==> src/rtl/flash_line_arbiter_pkg.sv <==
// Shared definitions for the flash line arbiter.
// Contents: FSM state encoding, address/line geometry constants and the
// line-address helper used by the arbiter datapath.
// Optional feature macro: FLASH_LINE_ARB_PREFETCH_EN (PF_* states are only
// reachable when it is defined).
package flash_line_arb_pkg;

  localparam int ADDR_W        = 24;
  localparam int DEF_LINE_SIZE = 128;
  localparam int LINE_BYTES    = DEF_LINE_SIZE / 8;
  localparam int LINE_OFS      = 4;

  typedef enum logic [2:0] {
    IDLE,
    ISSUE,
    WAIT,
    PF_ISSUE,
    PF_WAIT
  } state_t;

  // Align a byte address down to its 16-byte line.
  function automatic logic [ADDR_W-1:0] line_addr(input logic [ADDR_W-1:0] a);
    return {a[ADDR_W-1:LINE_OFS], {LINE_OFS{1'b0}}};
  endfunction

endpackage

==> src/rtl/flash_line_arbiter_if.sv <==
// Requester-side bus of the flash line arbiter.
// Signals: req (level request per requester), req_addr (flat 24-bit byte
// addresses, requester i at [24*i+23:24*i]), gnt / done (one-hot pulses),
// line (returned line data), busy (arbiter not idle).
// Modports: master = requester side, slave = arbiter side.
interface flash_line_arbiter_if
  import flash_line_arb_pkg::*;
#(
  parameter int NUM_REQ   = 2,
  parameter int LINE_SIZE = DEF_LINE_SIZE
);
  logic [NUM_REQ-1:0]        req;
  logic [NUM_REQ*ADDR_W-1:0] req_addr;
  logic [NUM_REQ-1:0]        gnt;
  logic [NUM_REQ-1:0]        done;
  logic [LINE_SIZE-1:0]      line;
  logic                      busy;

  modport master (output req, req_addr, input gnt, done, line, busy);
  modport slave  (input req, req_addr, output gnt, done, line, busy);
endinterface

==> src/rtl/flash_line_arbiter_rr_picker.sv <==
// Combinational round-robin picker.
// Ports: req (request vector), rr_ptr (last winner), winner (first set bit
// found scanning upward from rr_ptr+1 with wrap), valid (any request set).
module rr_picker #(
  parameter int NUM_REQ = 2,
  parameter int PTR_W   = 1
) (
  input  logic [NUM_REQ-1:0] req,
  input  logic [PTR_W-1:0]   rr_ptr,
  output logic [PTR_W-1:0]   winner,
  output logic               valid
);
  int               idx_i;
  logic [PTR_W-1:0] idx;

  always_comb begin
    // NOTE: every output of a combinational block gets a default before any
    // branch; a path that leaves one unassigned infers a latch.
    winner = '0;
    valid  = 1'b0;
    idx_i  = 0;
    idx    = '0;
    for (int k = 1; k <= NUM_REQ; k++) begin
      idx_i = (int'(rr_ptr) + k) % NUM_REQ;
      idx   = PTR_W'(idx_i);
      if (!valid && req[idx]) begin
        valid  = 1'b1;
        winner = idx;
      end
    end
  end
endmodule

==> src/rtl/flash_line_arbiter.sv <==
// Round-robin arbiter sharing one flash line reader among NUM_REQ refill
// requesters. Sequences reader commands and routes the returned line back.
// Ports: clk, rst (synchronous, active high), bus (requester interface,
// slave modport), fr_addr / fr_rd (reader command), fr_done / fr_line
// (reader completion).
// Optional: FLASH_LINE_ARB_PREFETCH_EN adds a one-line next-line prefetch
// buffer fed through the PF_ISSUE / PF_WAIT states.
module flash_line_arbiter
  import flash_line_arb_pkg::*;
#(
  parameter int LINE_SIZE = DEF_LINE_SIZE,
  parameter int NUM_REQ   = 2
) (
  input  logic                 clk,
  input  logic                 rst,
  flash_line_arbiter_if.slave  bus,
  output logic [ADDR_W-1:0]    fr_addr,
  output logic                 fr_rd,
  input  logic                 fr_done,
  input  logic [LINE_SIZE-1:0] fr_line
);
  localparam int PTR_W = (NUM_REQ > 1) ? $clog2(NUM_REQ) : 1;

  state_t               state, state_d;
  logic [PTR_W-1:0]     rr_ptr, owner, winner, dlv_idx;
  logic                 win_valid;
  logic [ADDR_W-1:0]    saddr, win_addr;
  logic [NUM_REQ-1:0]   gnt_q, done_q;
  logic [LINE_SIZE-1:0] line_q;
  logic                 accept, issue, deliver;
`ifdef FLASH_LINE_ARB_PREFETCH_EN
  logic [LINE_SIZE-1:0] pf_buf;
  logic [ADDR_W-1:0]    pf_addr;
  logic                 pf_valid, pf_arm, hit_q;
  logic                 pf_hit, pf_issue, pf_fill, dlv_buf;
`endif

  function automatic logic [NUM_REQ-1:0] onehot(input logic [PTR_W-1:0] i);
    return NUM_REQ'(1) << i;
  endfunction

  rr_picker #(.NUM_REQ(NUM_REQ), .PTR_W(PTR_W)) u_picker (
    .req    (bus.req),
    .rr_ptr (rr_ptr),
    .winner (winner),
    .valid  (win_valid)
  );

  always_comb begin
    win_addr = '0;
    for (int i = 0; i < NUM_REQ; i++) begin
      if (winner == PTR_W'(i)) win_addr = bus.req_addr[i*ADDR_W +: ADDR_W];
    end
  end

  assign fr_addr  = line_addr(saddr);
  assign bus.gnt  = gnt_q;
  assign bus.done = done_q;
  assign bus.line = line_q;
  assign bus.busy = (state != IDLE);
  // A request merged at the end of a prefetch is delivered in the same edge
  // it is accepted, before owner has been updated.
  assign dlv_idx  = accept ? winner : owner;

  always_comb begin
    state_d = state;
    accept  = 1'b0;
    issue   = 1'b0;
    deliver = 1'b0;
`ifdef FLASH_LINE_ARB_PREFETCH_EN
    pf_hit   = 1'b0;
    pf_issue = 1'b0;
    pf_fill  = 1'b0;
    dlv_buf  = 1'b0;
`endif
    unique case (state)
      IDLE: begin
        if (win_valid) begin
          accept = 1'b1;
`ifdef FLASH_LINE_ARB_PREFETCH_EN
          if (pf_valid && line_addr(win_addr) == pf_addr) begin
            pf_hit  = 1'b1;
            state_d = WAIT;
          end else begin
            issue   = 1'b1;
            state_d = ISSUE;
          end
`else
          issue   = 1'b1;
          state_d = ISSUE;
`endif
        end
`ifdef FLASH_LINE_ARB_PREFETCH_EN
        else if (pf_arm) begin
          pf_issue = 1'b1;
          state_d  = PF_ISSUE;
        end
`endif
      end
      ISSUE: state_d = WAIT;
      WAIT: begin
`ifdef FLASH_LINE_ARB_PREFETCH_EN
        if (hit_q) begin
          deliver = 1'b1;
          dlv_buf = 1'b1;
          state_d = IDLE;
        end else
`endif
        if (fr_done) begin
          deliver = 1'b1;
          state_d = IDLE;
        end
      end
`ifdef FLASH_LINE_ARB_PREFETCH_EN
      PF_ISSUE: state_d = PF_WAIT;
      PF_WAIT: begin
        // The prefetch always runs to completion; a matching request is
        // served straight from the returning line.
        if (fr_done) begin
          state_d = IDLE;
          if (win_valid && line_addr(win_addr) == line_addr(saddr)) begin
            accept  = 1'b1;
            deliver = 1'b1;
          end else begin
            pf_fill = 1'b1;
          end
        end
      end
`endif
      default: state_d = IDLE;
    endcase
  end

  always_ff @(posedge clk) begin
    if (rst) begin
      state  <= IDLE;
      rr_ptr <= PTR_W'(NUM_REQ - 1);
      owner  <= '0;
      saddr  <= '0;
      gnt_q  <= '0;
      done_q <= '0;
      line_q <= '0;
      fr_rd  <= 1'b0;
`ifdef FLASH_LINE_ARB_PREFETCH_EN
      pf_valid <= 1'b0;
      pf_arm   <= 1'b0;
      pf_addr  <= '0;
      hit_q    <= 1'b0;
`endif
    end else begin
      // NOTE: state registers use non-blocking assignment so every register
      // samples pre-edge values regardless of statement order.
      state  <= state_d;
      gnt_q  <= '0;
      done_q <= '0;
      fr_rd  <= issue;
      if (accept) begin
        owner  <= winner;
        rr_ptr <= winner;
        saddr  <= win_addr;
        gnt_q  <= onehot(winner);
      end
      if (deliver) begin
        done_q <= onehot(dlv_idx);
`ifdef FLASH_LINE_ARB_PREFETCH_EN
        line_q <= dlv_buf ? pf_buf : fr_line;
`else
        line_q <= fr_line;
`endif
      end
`ifdef FLASH_LINE_ARB_PREFETCH_EN
      hit_q <= pf_hit;
      if (accept) begin
        pf_valid <= 1'b0;
        pf_arm   <= 1'b0;
      end
      if (deliver) pf_arm <= 1'b1;
      if (pf_issue) begin
        fr_rd  <= 1'b1;
        pf_arm <= 1'b0;
        saddr  <= saddr + ADDR_W'(LINE_BYTES);
      end
      if (pf_fill) begin
        pf_valid <= 1'b1;
        pf_addr  <= line_addr(saddr);
      end
`endif
    end
  end

`ifdef FLASH_LINE_ARB_PREFETCH_EN
  // NOTE: the prefetch buffer is data qualified by pf_valid, so it is left
  // out of reset.
  always_ff @(posedge clk) begin
    if (pf_fill) pf_buf <= fr_line;
  end
`endif

endmodule
==> src/flat_wrapper.sv <==
// flat-port wrapper written by rule: the top's interface ports become plain ports
module flash_line_arbiter_flat import flash_line_arb_pkg::*;
#(
  parameter int LINE_SIZE = DEF_LINE_SIZE,
  parameter int NUM_REQ   = 2
)
  (clk, rst, fr_addr, fr_rd, fr_done, fr_line, bus_req, bus_req_addr, bus_gnt, bus_done, bus_line, bus_busy);
  flash_line_arbiter_if #(.NUM_REQ(NUM_REQ), .LINE_SIZE(LINE_SIZE)) bus_i ();
  input  logic clk;
  input  logic rst;
  output logic [ADDR_W-1:0] fr_addr;
  output logic fr_rd;
  input  logic fr_done;
  input  logic [LINE_SIZE-1:0] fr_line;
  input wire logic [$bits(bus_i.req)-1:0] bus_req;
  input wire logic [$bits(bus_i.req_addr)-1:0] bus_req_addr;
  output wire logic [$bits(bus_i.gnt)-1:0] bus_gnt;
  output wire logic [$bits(bus_i.done)-1:0] bus_done;
  output wire logic [$bits(bus_i.line)-1:0] bus_line;
  output wire logic [$bits(bus_i.busy)-1:0] bus_busy;
  assign bus_i.req = bus_req;
  assign bus_i.req_addr = bus_req_addr;
  assign bus_gnt = bus_i.gnt;
  assign bus_done = bus_i.done;
  assign bus_line = bus_i.line;
  assign bus_busy = bus_i.busy;
  flash_line_arbiter #(.LINE_SIZE(LINE_SIZE), .NUM_REQ(NUM_REQ)) u_core (.clk(clk), .rst(rst), .bus(bus_i), .fr_addr(fr_addr), .fr_rd(fr_rd), .fr_done(fr_done), .fr_line(fr_line));
endmodule
==> config.mk <==
export PLATFORM = sky130hd
export DESIGN_NAME = flash_line_arbiter_flat
export DESIGN_NICKNAME = d
export VERILOG_FILES = /design/src/rtl/flash_line_arbiter_pkg.sv /design/src/rtl/flash_line_arbiter_if.sv /design/src/rtl/flash_line_arbiter_rr_picker.sv /design/src/rtl/flash_line_arbiter.sv /design/src/flat_wrapper.sv
export SDC_FILE = /design/constraint.sdc
export NUM_CORES = 1
export LEC_CHECK = 0
export ABC_CLOCK_PERIOD_IN_PS = 1200
export BUFFER_PORTS_ARGS = -buffer_cell sky130_fd_sc_hd__buf_2
export CORE_AREA = 2 2 130 132
export DETAILED_ROUTE_END_ITERATION = 10
export DIE_AREA = 0 0 132 134
export PLACE_DENSITY = 0.73
export SYNTH_ARGS = -nofsm -noshare
export SYNTH_HDL_FRONTEND = slang
export SYNTH_HIERARCHICAL = 1
export SYNTH_SLANG_ARGS = --single-unit
==> constraint.sdc <==
create_clock -name clk -period 1.2 [get_ports clk]
set_input_delay 0.18 -clock clk [delete_from_list [all_inputs] [get_ports clk]]
set_output_delay 0.18 -clock clk [all_outputs]
set_load 0.01 [all_outputs]
==> After elaboration in Yosys (flattened, before gate mapping) <==
Index checks and enable logic that the tools add are counted.
{ "op_classes": {"addsub": 2, "order_cmp": 2, "eq_ne": 4, "shift": 2, "muxes": 17, "bitwise": 2, "reduce_logical": 7} }
{ "ops": {"columns": ["operator", "n"], "rows": [
  ["2-to-1 mux 24 bit", 1],
  ["2-to-1 mux 1 bit", 13],
  ["case mux 3 bit (3 select lines)", 1],
  ["2-to-1 mux 3 bit", 2],
  ["less-than comparator 1 x 2 -> 1 bit (second input constant)", 2],
  ["!= test 2 bit (second input constant)", 2],
  ["OR reduction 2 bit", 2],
  ["<< shifter 1 x 1 -> 2 bit (first input constant)", 2],
  ["== test 3 x 1 -> 1 bit (second input constant)", 1],
  ["== test 3 x 2 -> 1 bit (second input constant)", 1],
  ["logical NOT 3 bit", 1],
  ["nonzero test 3 bit", 1],
  ["adder 1 bit (second input constant)", 2],
  ["inverter 1 bit", 2],
  ["AND reduction 2 bit", 1],
  ["logical AND 1 bit", 1],
  ["logical NOT 1 bit", 1]
]} }
{ "totals": {"reg_bits": 162, "in_bits": 181, "out_inout_bits": 158, "word_cells": 44} }

==> Depth between registers and ports, before layout <==
Gate-level depths: netlist of the first run.
{ "logic_depth": {"ltp_word": 11, "mapped_depth": 5, "ltp_nobuf": 4} }

==> Cells and area by module <==
The synthesis of the first run kept the hierarchy.
{ "modules_own_cells": {"columns": ["mod", "instances", "cells_each", "area_per_inst_um2", "seq_area_each_um2"], "rows": [
  ["flash_line_arbiter", 1, 678, 5560.3, 3143.0],
  ["rr_picker", 1, 2, 13.8, 0.0]
]} }

==> Worst setup path after synthesis of the first run <==
No wires, ideal clock.
{ "synth_path": {"path_kind": "reg-to-reg", "from": "register u_core.state[1]", "to": "register u_core.done_q[0], in the netlist u_core/bus.done[0]", "setup_ps": 73, "t_arrival_ps": 1201, "slack_ps": -74, "path_stages_with_launch": 5, "synth_period_minus_slack_ps": 1274, "path_cell_list": "dfxtp_1 > or3b_1 > clkbuf_2 > mux2i_1 > nor3b_2"} }
{ "synth_via": {"elab_chain_len": 4, "elab_cells_between_ends": 8, "classes_between": "1 x eq/ne; 1 x shift; 3 x mux; 1 x bitwise; 2 x reduce/logical"} }
{ "synth_rtl": {"columns": ["item", "line_no", "source"], "rows": [
  ["from (decl)", "flash_line_arbiter.sv:24", "state_t state, state_d;"],
  ["from (signal assigned)", "flash_line_arbiter.sv:153", "state <= state_d;"],
  ["logical NOT 3 bit or == test 3 x 2 -> 1 bit (tied branches)", "flash_line_arbiter.sv:76", "unique case (state)"],
  ["2-to-1 mux 1 bit (on tied branches)", null, null],
  ["2-to-1 mux 1 bit or inverter 1 bit (tied branches)", null, null],
  ["<< shifter 1 x 1 -> 2 bit or OR reduction 2 bit (tied branches)", null, null],
  ["to (signal assigned)", "flash_line_arbiter.sv:164", "done_q <= onehot(dlv_idx);"],
  ["to (decl)", "flash_line_arbiter.sv:28", "logic [NUM_REQ-1:0] gnt_q, done_q;"]
]} }
Several ways; a longest one is shown, not always the timed one.
A chain may end at the register's enable or synchronous reset.

==> Worst setup path in the final report of the first run <==
{ "layout_path": {"from": "register u_core.state[1]", "to": "register u_core.line_q[104], in the netlist u_core/bus.line[104]"} }
{ "layout_via": {"elab_chain_len": 2} }
{ "layout_rtl": {"columns": ["item", "line_no", "source"], "rows": [
  ["== test 3 x 2 -> 1 bit", "flash_line_arbiter.sv:76", null],
  ["2-to-1 mux 1 bit", "flash_line_arbiter.sv:76", null],
  ["to (signal assigned)", "flash_line_arbiter.sv:168", "line_q <= fr_line;"],
  ["to (decl)", "flash_line_arbiter.sv:29", "logic [LINE_SIZE-1:0] line_q;"]
]} }
Every way passes these cells.

==> results of run 1 <==
cells by family (layout without fill, tap and decap cells):
group | Yosys count | count (layout) | synth area share (%)
AO/OA/AOI/OAI | 151 | 151 | 14.5
AND/OR/NAND/NOR | 291 | 291 | 20.2
other | 1 | 5 | 0.0673
multiplexers | 22 | 22 | 3.95
buffers and inverters | 58 | 507 | 4.87
flip-flops | 157 | 157 | 56.4
area by class of cell:
type,instances,area (um^2),area share (%)
Tap cell,220,275,2.61
Multi-Input combinational cell,468,2920,27.7
Clock inverter,12,136,1.29
Sequential cell,157,3150,29.9
Timing Repair Buffer,474,3610,34.2
Clock buffer,20,447,4.24
Inverter,1,3.75,0.0356
Antenna cell,1,2.50,0.0237
worst min path at each step:
stage / start / end / cells past startpoint
floorplan: fr_line[0] / u_core/bus.line[0] / 2
global placement: fr_line[113] / u_core/bus.line[113] / 3
detailed placement: fr_line[6] / u_core/bus.line[6] / 3
CTS: fr_line[108] / u_core/bus.line[108] / 3
global route: fr_line[86] / u_core/bus.line[86] / 3
finish: fr_line[86] / u_core/bus.line[86] / 3
registers in the layout (all words and copies together), names as in the netlist:
register	cells
u_core/owner	1
u_core/state	2
u_core/rr_ptr	1
u_core/fr_rd	1
u_core/bus.done	2
u_core/bus.gnt	2
u_core/bus.line	128
u_core/saddr	20
metal layers:
| layer | up-vias | wire length (um) | share of wire (%) |
|---|---|---|---|
| li1 | 3097 | - | - |
| met1 | 3109 | 8600 | 38 |
| met2 | 324 | 11700 | 51 |
| met3 | 81 | 1460 | 6.4 |
| met4 | 0 | 1070 | 4.7 |
| met5 | - | 0 | 0 |
power by group:
group	switching [mW]	internal, mW
sequential	0.153	5.43
combinational	1.11	1.21
clock	2.21	3.14
total	3.47	9.79
layout by cell type, fill, tap and decap left out, types with 2 or more instances in the layout:
| master | instances |
|---|---|
| conb_1 | 4 |
| bufinv_16 | 2 |
| clkinv_4 | 2 |
| buf_8 | 5 |
| clkinv_2 | 2 |
| mux2i_2 | 8 |
| dfxtp_1 | 155 |
| nand2_1 | 179 |
| dlygate4sd3_1 | 89 |
| nor2_2 | 6 |
| buf_4 | 13 |
| nor2_4 | 12 |
| a21oi_1 | 85 |
| buf_6 | 7 |
| buf_16 | 9 |
| mux2i_1 | 14 |
| clkinvlp_4 | 3 |
| nor3_1 | 2 |
| clkbuf_16 | 26 |
| nand2_2 | 54 |
| clkbuf_1 | 2 |
| buf_2 | 324 |
| a211oi_2 | 19 |
| inv_6 | 3 |
| a21oi_2 | 43 |
| buf_12 | 17 |
| nor2_1 | 7 |
| dfxtp_4 | 2 |
| nand2_4 | 22 |
worst max-delay path, stage by stage, from the launching register on:
cell and delay, ps:
dfxtp_4 370, buf_12 120, and3b_4 260, buf_6 160, clkbuf_16 180, nand2_1 60, a21oi_1 200
metrics by stage:
step	TNS, ps	setup slack [ps]	utilization (%)
2_1_floorplan	-97.2	-71.5	-
3_3_place_gp	-8000	-111	46.5
3_5_place_dp	-11320	-151	46.5
6_report	-17980	-248	64.7
5_1_grt	-25150	-281	64.7
4_1_cts	-13570	-134	59.4
what timing repair did:
item	CTS	global route
gates cloned	12	9
hold endpoints to repair	87	2
resized for setup	65	180
setup endpoints to repair	144	156
pin swaps	26	53
hold buffers	87	2
setup buffers	15	5
==> qor.yml, run 1 <==
ys_ff_latch: 157
drc: 0
ant_nets: 0
crit_start: "u_core/state[1]"
drtPass1Iterations: 4
die_x_um: 132
synth_edf_count: 0
clock-sinks: 157
grtUsageMet1_pct: 22.5
drtIter0Drc: 394
cts_buffers: 17
startpoint_type: "flip-flop"
p_leak_nw: 4.69
fmax_mhz: 691
power.density_mw_per_mm2: 1260
min_period_ps: 1450
rr_endpoint: "u_core/bus.line[104]"
synth_top_cell_area_share_pct: 56.4
grt-ovfl-total: 0
reg2reg_setup_slack_ps: -250
ios: 339
gp_congestion: 0.787
final_area_mm2: 0.0105
grt_use_met2_pct: 39.7
grt_max_degree: 59
drive_above_1_share_pct: 52.0
criticalPathCategory: "reg -> reg"
first_global_vias: 6516
fin_worst_skew_ps: 11.8
arrival_ps: 1760
dpl_cell_area_mm2: 0.00758
grt_busiest_layer: "met2"
dieHeight_um: 134
area.growth.synth_to_final_pct: 89.1
syn_inst: 680
ys_types: 23
clockRootBuffer: "clkbuf_16"
r2r_cells: 6
placeableCoreArea_mm2: 0.0163
synth.avg_cell_area_um2: 8.20
clkLatencyLatePin_ps: 410
wl_per_cell_um: 16.9
ir_drop_mv: 1.03
setup_ws_ps: -248
numPortBuffers: 326
total_power_mw: 13.3
ys_seq_area_share_pct: 56.4
clk_pin_slew_ps: 60
clock_path_buffers: 2
status: "complete, but fails checks"
synthFlopType: "dfxtp_1"
synth_area_mm2: 0.00557
worstPathMaxFanout: 14
hold_viol_final: 0
start_util_pct: 34.2
htree_levels: 4
endpoint_kind: "flip-flop"
endpoint: "u_core/bus.line[104]"
cap_violations: 0
fillers: 1210
violations: "setup timing"
yosysTopAreaCell: "dfxtp_1"
dp_hpwl_um: 11600
yosys-top-cells-count: "nand2_1, dfxtp_1, a21oi_1"
hold_ws_ps: 16.4
yosysMostFrequentCell: "nand2_1"
holdCritPathClass: "in -> reg"
nets: 1300
grt_pass1_wl_um: 31100
async_flop_share_pct: 0
drv_slew: 0
cts_tree: "yes"
grt_setup_unrepaired: "yes"
grt_usage_pct: 21.8
grt_use_met3_pct: 6.99
r2r-start: "u_core/state[1]"
vias: 6611
dp.cells: 1195
wl_um: 22800
die_area_mm2: 0.0177
antenna_found_initial: 1
vias_per_cell: 4.89
synth_area_leaders: "dfxtp_1, nand2_1, a21oi_1, mux2i_1, a211oi_1"
ys_warn_count: 6
period_share_pct: 121
num_rows: 47
crit_required_ps: 1510
final_cells: 1353
finalSetupViolations: 153
(Power assumes the default switching activity.)
==> run 2: changes to the inputs <==
--- a/config.mk
+++ b/config.mk
@@ -7,11 +7,14 @@
 export LEC_CHECK = 0
 export ABC_CLOCK_PERIOD_IN_PS = 1200
 export BUFFER_PORTS_ARGS = -buffer_cell sky130_fd_sc_hd__buf_2
-export CORE_AREA = 2 2 130 132
+export CELL_PAD_IN_SITES_DETAIL_PLACEMENT = 0
+export CELL_PAD_IN_SITES_GLOBAL_PLACEMENT = 2
+export CORE_UTILIZATION = 20
 export DETAILED_ROUTE_END_ITERATION = 10
-export DIE_AREA = 0 0 132 134
-export PLACE_DENSITY = 0.73
+export PLACE_DENSITY = 0.79
+export REMOVE_ABC_BUFFERS = 1
 export SYNTH_ARGS = -nofsm -noshare
 export SYNTH_HDL_FRONTEND = slang
 export SYNTH_HIERARCHICAL = 1
 export SYNTH_SLANG_ARGS = --single-unit
+export TNS_END_PERCENT = 10
==> qor.yml, run 2 (same netlist as run 1, synthesis figures left out) <==
dp.cells: 1363  # +14%
drive_above_1_share_pct: 43.5  # -8.5 points
min_period_ps: 1430  # -18.3 ps
fin_worst_skew_ps: 8.42  # -3.35 ps
nets: 1326  # +2.0%
startpoint_type: "flip-flop"
fin_util_pct: 38.2  # -27 points
fillers: 2874  # +140%
holdCritPathClass: "in -> reg"
htree_levels: 4  # unchanged
cap_violations: 0  # unchanged
drv_slew: 0  # unchanged
clock_path_buffers: 2  # unchanged
grt_setup_unrepaired: "yes"
dieHeight_um: 169  # +26%
vias_per_cell: 4.06  # -17%
endpoint_kind: "flip-flop"
grt_max_degree: 62  # +5.1%
grt-ovfl-total: 0  # unchanged
crit_start: "u_core/state[0]"
final_common_cell: "buf_2"
drc: 0  # unchanged
cts_tree: "yes"
hold_viol_final: 0  # unchanged
p_leak_nw: 4.54  # -3.3%
arrival_ps: 1760  # about the same
antenna_found_initial: 0  # -1
total_power_mw: 13.0  # -2.0%
r2r-start: "u_core/state[0]"
status: "complete, but fails checks"
insertedDiodeCount: 0  # -1
criticalPathCategory: "reg -> reg"
cts_buffers: 17  # unchanged
layout_common_cells: "buf_2, nand2_1, dfxtp_1, dlygate4sd3_1, a21oi_1"
clk_pin_slew_ps: 70  # about the same
setup_ws_ps: -229  # +18.3 ps
largest_register_ffs: 128  # unchanged
min_from: "fr_line[106]"
placeableCoreArea_mm2: 0.0272  # +67%
wl_per_cell_um: 13.8  # -18%
drtIter0Drc: 151  # -62%
period_share_pct: 119  # -1.5 points
fmax_mhz: 700  # +1.3%
ant_nets: 0  # unchanged
seq_area_mm2: 0.00315  # about the same
die_x_um: 169  # +28%
clockRootBuffer: "clkbuf_16"
start_util_pct: 20.5  # -14 points
final_cells: 1530  # +13%
ios: 339  # unchanged
ir_drop_mv: 0.681  # -34%
grt_pass1_wl_um: 30900  # -0.43%
worstPathMaxFanout: 10  # -4
place_ws_ps: -108  # +43.8 ps
num_rows: 60  # +28%
crit_required_ps: 1530  # +20 ps
first_global_vias: 5982  # -8.2%
clock-sinks: 157  # unchanged
violations: "setup timing"
wl_um: 21200  # -7.4%
clkLatencyLatePin_ps: 410  # about the same
grt_usage_pct: 13.7  # -8.1 points
vias: 6210  # -6.1%
die_area_mm2: 0.0285  # +61%
numPortBuffers: 326  # unchanged
finalSetupViolations: 152  # -0.65%
dp_hpwl_um: 13500  # +16%
power.density_mw_per_mm2: 1250  # -0.42%
multi_input_area_mm2: 0.00257  # -12%
drtPass1Iterations: 4  # unchanged
gp_congestion: 0.755  # -4.1%
area.growth.synth_to_final_pct: 86.0
-- run 2: critical path: stages (launching register included) --
cell,delay [ps]
dfxtp_2,340
buf_6,120
buf_6,110
nor3b_4,210
buf_4,170
clkbuf_16,150
nor2_1,40
a211oi_1,210
-- run 2: stage by stage --
stage          instance area, um^2  hold WS [ps]  TNS (ps)
6_report                     10400          30.7    -23040
5_1_grt                      10400          10.4    -32200
4_1_cts                       9810          4.20    -24680
3_5_place_dp                  7910           426     -7820
3_3_place_gp                  7910           419     -3770
2_1_floorplan                 5320           249   -308470
-- run 2: layout make-up --
type	count	share of cell area, %
Tap cell	372	4.49
Timing Repair Buffer	500	34.9
Multi-Input combinational cell	468	24.8
Clock buffer	21	4.34
Inverter	1	0.0362
Clock inverter	11	1.07
Sequential cell	157	30.4
-- run 2: routing by layer --
| layer | part of all wire [%] | vias to the layer above | wire, um | global-route usage, % |
|---|---|---|---|---|
| li1 | - | 3143 | - | - |
| met1 | 40 | 2834 | 8540 | 15.3 |
| met2 | 51 | 217 | 10700 | 24.5 |
| met3 | 7.7 | 16 | 1630 | 4.61 |
| met4 | 1.2 | 0 | 254 | 4.15 |
| met5 | 0 | - | 0 | 0 |
-- run 2: path summary, 6_finish.rpt --
check                          to  slack [ps]  cells after the start
max              u_core/saddr[20]        -230                      7
min          u_core/bus.line[106]          30                      3
max reg2reg      u_core/saddr[20]        -230                      7
min reg2reg  u_core/bus.line[105]         450                      2
-- run 2: repair_timing --
item,in CTS,in global routing
hold buffers,120,0
hold endpoints to repair,120,0
pin swaps,4,29
gates cloned,1,6
resized for setup,21,105
setup endpoints to repair,151,157
setup buffers,5,3
-- run 2: power by group --
part | switching (mW) | total, mW | internal [mW]
sequential | 0.113 | 5.54 | 5.43
clock | 2.37 | 5.32 | 2.94
combinational | 0.982 | 2.13 | 1.15
==> run 3: changes to the inputs <==
--- a/config.mk
+++ b/config.mk
@@ -11,7 +11,7 @@
 export CELL_PAD_IN_SITES_GLOBAL_PLACEMENT = 2
 export CORE_UTILIZATION = 20
 export DETAILED_ROUTE_END_ITERATION = 10
-export PLACE_DENSITY = 0.79
+export PLACE_DENSITY_LB_ADDON = 0.25
 export REMOVE_ABC_BUFFERS = 1
 export SYNTH_ARGS = -nofsm -noshare
 export SYNTH_HDL_FRONTEND = slang
==> qor.yml, run 3 (same netlist as run 1, synthesis figures left out) <==
drtPass1Iterations: 4  # unchanged
largest_register_ffs: 128  # unchanged
grt_usage_pct: 14.1  # +0.38 points
num_rows: 60  # unchanged
final_common_cell: "buf_2"
drtIter0Drc: 187  # +24%
drive_above_1_share_pct: 39.9  # -3.7 points
endpoint_kind: "flip-flop"
wl_per_cell_um: 13.8  # -0.28%
min_path_cells: 3  # unchanged
dieHeight_um: 169  # unchanged
grt_setup_unrepaired: "yes"
setup_ws_ps: -212  # +16.8 ps
placeableCoreArea_mm2: 0.0272  # unchanged
ios: 339  # unchanged
drc: 0  # unchanged
clock-sinks: 157  # unchanged
holdCritPathClass: "in -> reg"
arrival_ps: 1750  # about the same
p_leak_nw: 4.45  # -1.9%
min_period_ps: 1410  # -16.8 ps
ant_nets: 0  # unchanged
hold_viol_final: 0  # unchanged
vias: 6170  # -0.64%
place_ws_ps: -131  # -23.5 ps
tightest_slew_ps: 525
fillers: 2924  # +1.7%
insertedDiodeCount: 0  # unchanged
clock_path_buffers: 2  # unchanged
worstPathMaxFanout: 5  # -5
tns_ps: -19970  # +3080 ps
clockRootBuffer: "clkbuf_16"
clk_pin_slew_ps: 70  # about the same
fin_worst_skew_ps: 10.2  # +1.83 ps
status: "complete, but fails checks"
power.density_mw_per_mm2: 1340  # +6.9%
period_share_pct: 118  # -1.4 points
drv_slew: 0  # unchanged
gp_congestion: 0.728  # -3.6%
dp_hpwl_um: 14000  # +3.6%
cts_tree: "yes"
die_x_um: 169  # unchanged
layout_common_cells: "buf_2, nand2_1, dfxtp_1, dlygate4sd3_1, a21oi_1"
die_area_mm2: 0.0285  # unchanged
vias_per_cell: 4.04  # -0.38%
wl_um: 21000  # -0.54%
grt_pass1_wl_um: 31700  # +2.6%
area.growth.synth_to_final_pct: 82.6
cts_buffers: 17  # unchanged
ir_drop_mv: 0.637  # -6.5%
finalSetupViolations: 153  # +0.66%
slew_headroom_pct: 65.0
grt-ovfl-total: 0  # unchanged
crit_required_ps: 1540  # about the same
antenna_found_initial: 0  # unchanged
startpoint_type: "flip-flop"
cap_violations: 0  # unchanged
clkLatencyLatePin_ps: 420  # about the same
htree_levels: 4  # unchanged
violations: "setup timing"
first_global_vias: 6068  # +1.4%
start_util_pct: 20.5  # unchanged
grt_max_degree: 83  # +34%
criticalPathCategory: "reg -> reg"
fmax_mhz: 708  # +1.2%
numPortBuffers: 326  # unchanged
nets: 1324  # -0.15%
r2r_cells: 7  # unchanged
run 3: cell count changes in the layout (fill, tap and decap cells not counted), sizes merged:
cell         change
clkinvlp         -3
clkinv           -1
clkbuf           -6
dlygate4sd3      +6
buf              -5
inv              +1
bufinv           +4
run 3: through the flow:
| stage | area [um^2] | cells | hold slack, ps | utilization (%) | power, mW |
|---|---|---|---|---|---|
| detailed placement | 7900 | 1362 | 421 | 29.1 | 7.13 |
| global placement | 7900 | 1362 | 422 | 29.1 | 7.13 |
| global route | 10200 | 1526 | 17.9 | 37.4 | 14.3 |
| floorplan | 5320 | 626 | 249 | - | 6.23 |
| finish | 10200 | 1526 | 23.0 | 37.4 | 13.6 |
| CTS | 9900 | 1521 | 0.398 | 36.4 | 13.7 |
run 3: routing by layer:
layer / vias up / share of wire, % / GRT usage [%] / routed length, um
met3: 13 / 7.4 / 4.37 / 1550
li1: 3136 / - / - / -
met4: 0 / 1.1 / 4.27 / 229
met1: 2814 / 43 / 16.5 / 9040
met2: 207 / 49 / 24.4 / 10200
met5: - / 0 / 0 / 0
run 3: path summary, 6_finish.rpt:
path | slack [ps] | start | to
min | 20 | fr_line[96] | u_core/bus.line[96]
min reg2reg | 450 | u_core/bus.line[13] | u_core/bus.line[13]
max reg2reg | -210 | u_core/state[0] | u_core/saddr[21]
max | -210 | u_core/state[0] | u_core/saddr[21]
run 3: layout make-up:
class                           count  area, um^2  area share [%]
Timing Repair Buffer              498        3510            34.5
Sequential cell                   157        3150            30.9
Clock buffer                       18         429            4.22
Tap cell                          372         465            4.57
Inverter                            1        3.75          0.0369
Multi-Input combinational cell    468        2410            23.7
Clock inverter                     12         211            2.08
run 3: worst max-delay path, cell delays in order, from the launching register on:
cell	delay, ps
dfxtp_2	340
buf_6	110
buf_6	110
nor3b_4	270
buf_6	170
clkbuf_16	140
nor2_1	40
a211oi_1	160
run 3: report_power, final:
part / switching (mW) / internal [mW]
sequential: 0.113 / 5.43
clock: 2.36 / 3.71
combinational: 0.929 / 1.08
total: 3.40 / 10.2
run 3: repair_timing:
item,4_1_cts,5_1_grt
hold endpoints to repair,126,0
endpoints found under the setup margin,153,155
gates resized for setup,18,54
cloned,0,3
pin swaps,2,19
hold buffers,126,0
buffers inserted,3,2
